--- config.mk ---
export PLATFORM = sky130hd
export DESIGN_NAME = pll_reset_sequencer_flat
export DESIGN_NICKNAME = d
export VERILOG_FILES = /design/src/rtl/pll_reset_sequencer_pkg.sv /design/src/rtl/pll_reset_sequencer_if.sv /design/src/rtl/pll_reset_sequencer_sync.sv /design/src/rtl/pll_reset_sequencer.sv /design/src/flat_wrapper.sv
export SDC_FILE = /design/constraint.sdc
export NUM_CORES = 1
export LEC_CHECK = 0
export CAP_MARGIN = 20
export CORE_ASPECT_RATIO = 0.9
export CORE_UTILIZATION = 30
export DETAILED_ROUTE_END_ITERATION = 16
export GPL_TIMING_DRIVEN = 0
export PLACE_DENSITY_LB_ADDON = 0.25
export SLEW_MARGIN = 10
export SYNTH_ARGS = -nofsm -noshare
export SYNTH_HDL_FRONTEND = slang
export SYNTH_HIERARCHICAL = 1
export SYNTH_SLANG_ARGS = --single-unit
--- constraint.sdc ---
create_clock -name clk -period 3.9 [get_ports clk]
set_input_delay 0.78 -clock clk [delete_from_list [all_inputs] [get_ports clk]]
set_output_delay 0.78 -clock clk [all_outputs]
set_load 0.1 [all_outputs]
--- src/rtl/pll_reset_sequencer_pkg.sv ---
// Shared types and constants for the PLL reset sequencer.
package pll_reset_pkg;

    localparam int LOSS_CNT_W = 8;

    typedef enum logic [1:0] {
        WAIT_LOCK = 2'd0,
        STAGGER   = 2'd1,
        RUN       = 2'd2
    } pll_rst_state_t;

endpackage

--- src/rtl/pll_reset_sequencer_if.sv ---
// Lock input and reset/status outputs of the PLL reset sequencer.
// lock_loss_cnt_o exists only when PLL_RESET_LOSS_COUNT_EN is defined.
interface pll_reset_sequencer_if;
    import pll_reset_pkg::*;

    logic locked_i;
    logic rst_core_o;
    logic rst_periph_o;
    logic ready_o;
    logic lock_lost_o;
`ifdef PLL_RESET_LOSS_COUNT_EN
    logic [LOSS_CNT_W-1:0] lock_loss_cnt_o;
`endif

    modport master (
        input  locked_i,
        output rst_core_o, rst_periph_o, ready_o, lock_lost_o
`ifdef PLL_RESET_LOSS_COUNT_EN
        , output lock_loss_cnt_o
`endif
    );

    modport slave (
        output locked_i,
        input  rst_core_o, rst_periph_o, ready_o, lock_lost_o
`ifdef PLL_RESET_LOSS_COUNT_EN
        , input lock_loss_cnt_o
`endif
    );

endinterface

--- src/rtl/pll_reset_sequencer_sync.sv ---
// Generic two-flop synchroniser with synchronous active-high reset.
module sync_2ff #(
    parameter int WIDTH = 1
) (
    input  logic             i_clk,
    input  logic             i_rst,
    input  logic [WIDTH-1:0] i_d,
    output logic [WIDTH-1:0] o_q
);

    logic [WIDTH-1:0] r_meta;
    logic [WIDTH-1:0] r_sync;

    always_ff @(posedge i_clk) begin
        if (i_rst) begin
            r_meta <= '0;
            r_sync <= '0;
        end else begin
            r_meta <= i_d;
            r_sync <= r_meta;
        end
    end

    assign o_q = r_sync;

endmodule

--- src/rtl/pll_reset_sequencer.sv ---
// Releases core then peripheral reset once PLL lock is filtered; re-asserts on lock loss.
// Optional saturating lock-loss counter under PLL_RESET_LOSS_COUNT_EN.
//
//   state     | meaning
//   WAIT_LOCK | both resets held, counting consecutive synchronised lock cycles
//   STAGGER   | core released, counting down to peripheral release
//   RUN       | both resets released, ready_o high
module pll_reset_sequencer #(
    parameter int LOCK_FILTER = 256,
    parameter int STAGGER     = 16,
    parameter int CNT_W       = 16
) (
    input  logic                  clk,
    input  logic                  reset,
    pll_reset_sequencer_if.master bus
);
    import pll_reset_pkg::*;

    localparam logic [CNT_W-1:0] FILT_LAST = CNT_W'(LOCK_FILTER - 1);
    localparam logic [CNT_W-1:0] STAG_LAST = CNT_W'(STAGGER - 1);

    logic             w_lk_s;
    pll_rst_state_t   r_state;
    pll_rst_state_t   w_state_nxt;
    logic [CNT_W-1:0] r_cnt;
    logic [CNT_W-1:0] w_cnt_nxt;
    logic             w_lost;
    logic             w_rst_core_nxt;
    logic             w_rst_periph_nxt;
    logic             w_ready_nxt;
    logic             r_rst_core;
    logic             r_rst_periph;
    logic             r_ready;
    logic             r_lock_lost;

    sync_2ff #(.WIDTH(1)) u_sync (
        .i_clk (clk),
        .i_rst (reset),
        .i_d   (bus.locked_i),
        .o_q   (w_lk_s)
    );

    always_ff @(posedge clk) begin
        if (reset) begin
            r_state      <= WAIT_LOCK;
            r_cnt        <= '0;
            r_rst_core   <= 1'b1;
            r_rst_periph <= 1'b1;
            r_ready      <= 1'b0;
            r_lock_lost  <= 1'b0;
        end else begin
            r_state      <= w_state_nxt;
            r_cnt        <= w_cnt_nxt;
            r_rst_core   <= w_rst_core_nxt;
            r_rst_periph <= w_rst_periph_nxt;
            r_ready      <= w_ready_nxt;
            r_lock_lost  <= w_lost;
        end
    end

    // A lock drop takes precedence over any count progress outside WAIT_LOCK.
    always_comb begin
        w_state_nxt = r_state;
        w_cnt_nxt   = r_cnt;
        w_lost      = 1'b0;
        case (r_state)
            WAIT_LOCK: begin
                if (!w_lk_s) begin
                    w_cnt_nxt = '0;
                end else if (r_cnt == FILT_LAST) begin
                    w_state_nxt = pll_reset_pkg::STAGGER;
                    w_cnt_nxt   = '0;
                end else begin
                    w_cnt_nxt = r_cnt + CNT_W'(1);
                end
            end
            pll_reset_pkg::STAGGER: begin
                if (!w_lk_s) begin
                    w_state_nxt = WAIT_LOCK;
                    w_cnt_nxt   = '0;
                    w_lost      = 1'b1;
                end else if (r_cnt == STAG_LAST) begin
                    w_state_nxt = RUN;
                    w_cnt_nxt   = '0;
                end else begin
                    w_cnt_nxt = r_cnt + CNT_W'(1);
                end
            end
            RUN: begin
                if (!w_lk_s) begin
                    w_state_nxt = WAIT_LOCK;
                    w_cnt_nxt   = '0;
                    w_lost      = 1'b1;
                end
            end
            default: begin
                w_state_nxt = WAIT_LOCK;
                w_cnt_nxt   = '0;
            end
        endcase
    end

    always_comb begin
        w_rst_core_nxt   = (w_state_nxt == WAIT_LOCK);
        w_rst_periph_nxt = (w_state_nxt != RUN);
        w_ready_nxt      = (w_state_nxt == RUN);
    end

    assign bus.rst_core_o   = r_rst_core;
    assign bus.rst_periph_o = r_rst_periph;
    assign bus.ready_o      = r_ready;
    assign bus.lock_lost_o  = r_lock_lost;

`ifdef PLL_RESET_LOSS_COUNT_EN
    logic [LOSS_CNT_W-1:0] r_loss_cnt;

    always_ff @(posedge clk) begin
        if (reset) begin
            r_loss_cnt <= '0;
        end else if (w_lost && (r_loss_cnt != '1)) begin
            r_loss_cnt <= r_loss_cnt + LOSS_CNT_W'(1);
        end
    end

    assign bus.lock_loss_cnt_o = r_loss_cnt;
`endif

endmodule

--- src/flat_wrapper.sv ---
// flat-port wrapper written by rule: the top's interface ports become plain ports
module pll_reset_sequencer_flat import pll_reset_pkg::*;
#(
    parameter int LOCK_FILTER = 256,
    parameter int STAGGER     = 16,
    parameter int CNT_W       = 16
)
  (clk, reset, bus_locked_i, bus_rst_core_o, bus_rst_periph_o, bus_ready_o, bus_lock_lost_o);
  pll_reset_sequencer_if bus_i ();
  input  logic clk;
  input  logic reset;
  input wire logic [$bits(bus_i.locked_i)-1:0] bus_locked_i;
  output wire logic [$bits(bus_i.rst_core_o)-1:0] bus_rst_core_o;
  output wire logic [$bits(bus_i.rst_periph_o)-1:0] bus_rst_periph_o;
  output wire logic [$bits(bus_i.ready_o)-1:0] bus_ready_o;
  output wire logic [$bits(bus_i.lock_lost_o)-1:0] bus_lock_lost_o;
  assign bus_i.locked_i = bus_locked_i;
  assign bus_rst_core_o = bus_i.rst_core_o;
  assign bus_rst_periph_o = bus_i.rst_periph_o;
  assign bus_ready_o = bus_i.ready_o;
  assign bus_lock_lost_o = bus_i.lock_lost_o;
  pll_reset_sequencer #(.LOCK_FILTER(LOCK_FILTER), .STAGGER(STAGGER), .CNT_W(CNT_W)) u_core (.clk(clk), .reset(reset), .bus(bus_i));
endmodule
# Word level (Yosys, flattened, before mapping)
# Cells that the tools add are included.
# Widths: inputs -> output; s select.
dict set report word_totals {
  reg_bits 24
  latchBits 0
  mem_bits_rw 0
  romBits 0
  out_inout_bits 4
  memories 0
}
dict set report op_classes {
  add_sub_neg 1
  n_mul 0
  div_mod_pow 0
  magnitude_cmp 0
  eq_ne 7
  shift 0
  n_mux 13
  bitwise 1
  reduce_logical 4
}
# operator count
set op_table {}
lappend op_table {{$mux 16} 5}
lappend op_table {{$pmux 16 s3} 1}
lappend op_table {{$add 16x1->16 const B} 1}
lappend op_table {{$eq 16x4->1 const B} 1}
lappend op_table {{$eq 16x8->1 const B} 1}
lappend op_table {{$mux 2} 5}
lappend op_table {{$pmux 2 s3} 1}
lappend op_table {{$eq 2x2->1 const B} 2}
lappend op_table {{$logic_not 2->1} 2}
lappend op_table {{$ne 2x2->1 const B} 2}
lappend op_table {{$reduce_or 2->1} 2}
lappend op_table {{$eq 2x1->1 const B} 1}
lappend op_table {{$mux 1} 1}
lappend op_table {{$not 1->1} 1}

# Depth between registers and ports, before layout
dict set report depth {
  depth_word 5
  mapped_depth 8
}

# Cells and area by module
# Netlist, hierarchy kept.
# module n_inst cells_each area_each_um2 seq_area_each_um2
set by_module_without_submodules {}
lappend by_module_without_submodules {pll_reset_sequencer 1 145 1244.9 440.4}
lappend by_module_without_submodules {sync_2ff 1 4 52.6 40.0}

# Worst setup path before layout
# No wires, ideal clock.
dict set report synth_timing {
  path_type {reg-to-reg}
  startpoint {register u_core.r_cnt[0]}
  endpoint {register u_core.r_cnt[6]}
  setup_ps 74
  arrival_time_ps 1839
  path_slack_ps 1987
  stages_incl_launch_ff 8
  n_path_buf 1
  period_less_slack_ps 1913
  path_cell_list {dfxtp_1 > ha_1 > and3_1 > buf_6 > and4_4 > o22a_4 > or4_1 > a31oi_1}
}
dict set report synth_between {
  elab_chain_len 4
}
# item line_no
set synth_lines {}
lappend synth_lines {{start: declaration} pll_reset_sequencer.sv:25} ;# logic [CNT_W-1:0] r_cnt;
lappend synth_lines {{start signal: assignment} pll_reset_sequencer.sv:53} ;# r_cnt <= w_cnt_nxt;
lappend synth_lines {{$add 16x1->16, or another cell as far along} {pll_reset_sequencer.sv:74, pll_reset_sequencer.sv:86}}
lappend synth_lines {{$mux 16, on equally long branches} {pll_reset_sequencer.sv:82, pll_reset_sequencer.sv:70}}
lappend synth_lines {{$mux 16, on equally long branches} {pll_reset_sequencer.sv:78, pll_reset_sequencer.sv:68}}
lappend synth_lines {{$pmux 16 s3 *} pll_reset_sequencer.sv:66} ;# case (r_state)
# Mark *: on every way between the ends. The rest lies on a longest branch, timed or not.
# A chain may end at the register's enable or synchronous reset.

# Worst setup path after layout
dict set report layout_timing {
  startpoint {register u_core.r_lock_lost, in the netlist u_core/bus.lock_lost_o}
  endpoint {output bus_lock_lost_o}
}
# item line_no
set layout_rtl {}
lappend layout_rtl {{start: declaration} pll_reset_sequencer.sv:34} ;# logic r_lock_lost;
lappend layout_rtl {{start signal: assignment} pll_reset_sequencer.sv:57} ;# r_lock_lost <= w_lost;
lappend layout_rtl {{end: declaration} flat_wrapper.sv:16} ;# output wire logic [$bits(bus_i.lock_lost_o)-1:0] bus_lock_lost_o;
# No word-level cell between the ends.

==> qor.csv <==
stage,metric,value,unit
status,run_status,"finished, violations left",
status,failed_checks,DRC,
floorplanning,die_w,71.32,µm
critical_path,cp_slowest_cell,clkdlybuf4s50_1,
timing,fin_skew,1.251,ps
cts,clkTransAtPathRegs,80,ps
timing,tns,0,ps
critical_path,timing.rr.end,u_core/r_cnt[10],
grt,grt_pass1_wl,4726,µm
critical_path,crit_chain,clkdlybuf4s50_1,
power_and_ir_drop,power.density,291.9,nW/µm²
power_and_ir_drop,clkPwrFrac,39.2,%
grt,antenna_found_initial,0,
cts,cts_max_level,1,
logic_synthesis,synth_mux_area_share,0,%
power_and_ir_drop,power.switching,87.90,µW
logic_synthesis,yosysUniqueCellTypes,41,
timing,relSlewSlack,35.52,%
logic_synthesis,synth-simple-area-share,32.79,%
grt,grt_max_degree,14,
power_and_ir_drop,power.internal,342.0,µW
timing,setup_viol,0,
logic_synthesis,syn-num-nets,157,
critical_path,ff2ff_path_depth,8,
cts,numCtsBuffers,3,
timing,hold_viol,0,
floorplanning,start_util,31.64,%
logic_synthesis,synth-xor-area-share,2.025,%
critical_path,reg2reg_slack,1810,ps
routing,first_pass_iters,10,
timing,rsz0062_at_grt,no,
logic_synthesis,seq_area_frac_synth,37.03,%
power_and_ir_drop,seq_power_share,57.3,%
logic_synthesis,ys_ff_latch,24,
critical_path,r2r_start,u_core/r_state[0],
logic_synthesis,ys.flop_type,dfxtp_1,
cts,post_cts_resized,0,
grt,grt_pass1_vias,1079,
power_and_ir_drop,swShare,20.45,%
worst_hold_path,whs_endpoint,u_core/u_sync/o_q,
logic_synthesis,postSynthCellCount,149,
cts,cts.hold.buffers_added,0,
timing,final-max-slew-violation-count,0,
critical_path,cp.required,3120,ps
power_and_ir_drop,power.total,429.9,µW
cts,clk_path_buf_depth,2,
power_and_ir_drop,p_comb_share,3.5,%
routing,antenna_left,0,
routing,viasPerCell,5.367,
logic_synthesis,yosysWarnings,6,
critical_path,critPathArrivalTime,1700,ps
finish,multi_input_area,763.2,µm²
logic_synthesis,synth-edff-count,0,
logic_synthesis,syn_area,1297,µm²
critical_path,critPathLaunchType,register,
grt,met1_usage,16.31,%
logic_synthesis,synth_fa_ha_area_share,4.822,%
finish,area_growth,13.50,%
grt,grt_busiest_layer,met2,
routing,num_vias,1111,
timing,worst_pin_slew,964.2,ps
logic_synthesis,synth_top_family_by_area,simple AND/OR/NAND/NOR gates,
logic_synthesis,synthArstFlopShare,0,%
grt,gr-total-overflow,0,
routing,drc,1,
worst_hold_path,hp-class,reg2reg,
routing,routedWlPerCell,13.17,µm
routing,first_iter_violations,38,
finish,finish.net_count,168,
placement,gp_congestion,0.7914,
power_and_ir_drop,p_leak,0.4894,nW
floorplanning,num_rows,22,
placement,dpl.hpwl,2034,µm
finish,n_antenna_cell,0,
placement,portBuffers,6,
floorplanning,core,4101,µm²
grt,grt_usage,13.05,%
timing,layout_worst_path_cycle_share,63.68,%
critical_path,cp_slowest_stage_delay,1120,ps
cts,cts-root-buf,clkbuf_8,
critical_path,cp_max_fo,1,
worst_hold_path,min_path_cells,1,
finish,drive_gt1_share,7.547,%
run,maxCapViolations,0,
grt,use_met3,1.893,%
worst_hold_path,hp-start,u_core/u_sync/r_meta,
critical_path,critPathBufInv,1,
finish,regArea,480.5,µm²
cts,insertion_delay,260,ps
grt,groute.layer.met2.usage,21.79,%
floorplanning,die_area,4592,µm²
timing,fin_crit,2483,ps
finish,fillers,409,
floorplanning,ioPinCount,7,
cts,clock-sinks,24,
critical_path,criticalPathCategory,reg2out,
power_and_ir_drop,ir_drop,0.1290,mV
logic_synthesis,synth.avg_cell_area,8.708,µm²
cts,postCtsSetupBuffers,0,
routing,routed_wl,2726,µm
cts,cts_tree,built,
timing,max_freq,0.4027,GHz
floorplanning,die_h,64.39,µm
critical_path,crit_path_end_kind,primary output,
critical_path,cp_top_family,buffers and inverters,
logic_synthesis,synth_compound_area_share,19.19,%
==> routing by layer <==
metal	up-vias	part of all wire [%]
met1	529	48
met3	2	2.5
met2	14	48
li1	566	-
met5	-	0
met4	0	1.1
==> power by group through the flow <==
stage | sequential, mW | combinational [mW] | clock [mW]
after floorplan | 0.252 | 0.00863 | 0
after global placement | 0.252 | 0.0142 | 0
after detailed placement | 0.252 | 0.0149 | 0
after CTS | 0.247 | 0.0149 | 0.175
after global routing | 0.247 | 0.0166 | 0.186
final | 0.247 | 0.0150 | 0.168
==> cells in the mapped netlist, drive strengths merged (3+ instances only) <==
| master | number | share of area [%] |
|---|---|---|
| or3 | 5 | 2.4 |
| and3 | 5 | 2.4 |
| nand3 | 4 | 1.5 |
| ha | 5 | 4.8 |
| a31oi | 7 | 3.4 |
| a21oi | 11 | 4.2 |
| inv | 6 | 1.7 |
| nor4 | 3 | 4.2 |
| o21ai | 6 | 2.3 |
| nor3 | 7 | 2.7 |
| dfxtp | 24 | 37 |
| clkbuf | 4 | 1.2 |
| and4 | 3 | 2.2 |
| nor2 | 9 | 2.6 |
| nand2 | 14 | 4.1 |
| nand4 | 5 | 2.4 |
| and2 | 5 | 2.4 |
==> registers in the layout, summed over array words and instances, names as in the netlist <==
signal                   flops
u_core/r_cnt                16
u_core/r_state               2
u_core/bus.lock_lost_o       1
u_core/bus.ready_o           1
u_core/bus.rst_core_o        1
u_core/bus.rst_periph_o      1
u_core/u_sync/o_q            1
u_core/u_sync/r_meta         1
==> layout make-up <==
type	count	share of cell area, %
inverter	6	1.529
buffer	6	2.124
multi-input combinational	113	51.83
timing repair buffer	6	4.078
clock buffer	4	3.738
tap	48	4.078
sequential	24	32.63
==> worst max-delay path by stage <==
stage	slack [ps]	to	from	depth (start not counted)
CTS	1400	bus_lock_lost_o	u_core/bus.lock_lost_o	1
floorplan	1990	u_core/r_cnt[6]	u_core/r_cnt[0]	7
global placement	1260	u_core/r_cnt[10]	reset	6
finish	1420	bus_lock_lost_o	u_core/bus.lock_lost_o	1
global route	1260	u_core/r_cnt[10]	reset	6
detailed placement	1220	u_core/r_cnt[10]	reset	6
==> layout by cell type (no fill, tap or decap), types with 4 or more instances in the layout <==
cell type,n
and3_1,5
clkdlybuf4s50_1,6
a31oi_1,7
o21ai_0,5
inv_1,6
nand3_1,4
ha_1,5
or3_1,5
nand2_1,14
dfxtp_1,24
and2_1,5
clkbuf_1,4
nand4_1,5
clkbuf_8,4
nor3_1,7
a21oi_1,11
nor2_1,9
==> kinds of logic after synthesis <==
family	count (synthesis)
adders and majority gates	5
DFF	24
AOI/OAI and AO/OA	35
and+or+nand+nor	70
xor gates and xnor gates	3
buffers and inverters	12
==> through the flow <==
step / util (%) / cell area, µm² / setup WS (ps) / hold WS [ps] / std cells
3_3_place_gp: 34.56 / 1418 / 1256 / 426.4 / 203
6_report: 35.91 / 1473 / 1417 / 448.1 / 207
5_1_grt: 35.91 / 1473 / 1255 / 474.5 / 207
4_1_cts: 35.91 / 1473 / 1397 / 453.8 / 207
3_5_place_dp: 34.56 / 1418 / 1220 / 428.2 / 203
2_1_floorplan: - / 1297 / 1987 / 413.8 / 149
No activity file was read; power rests on OpenSTA's default activity.
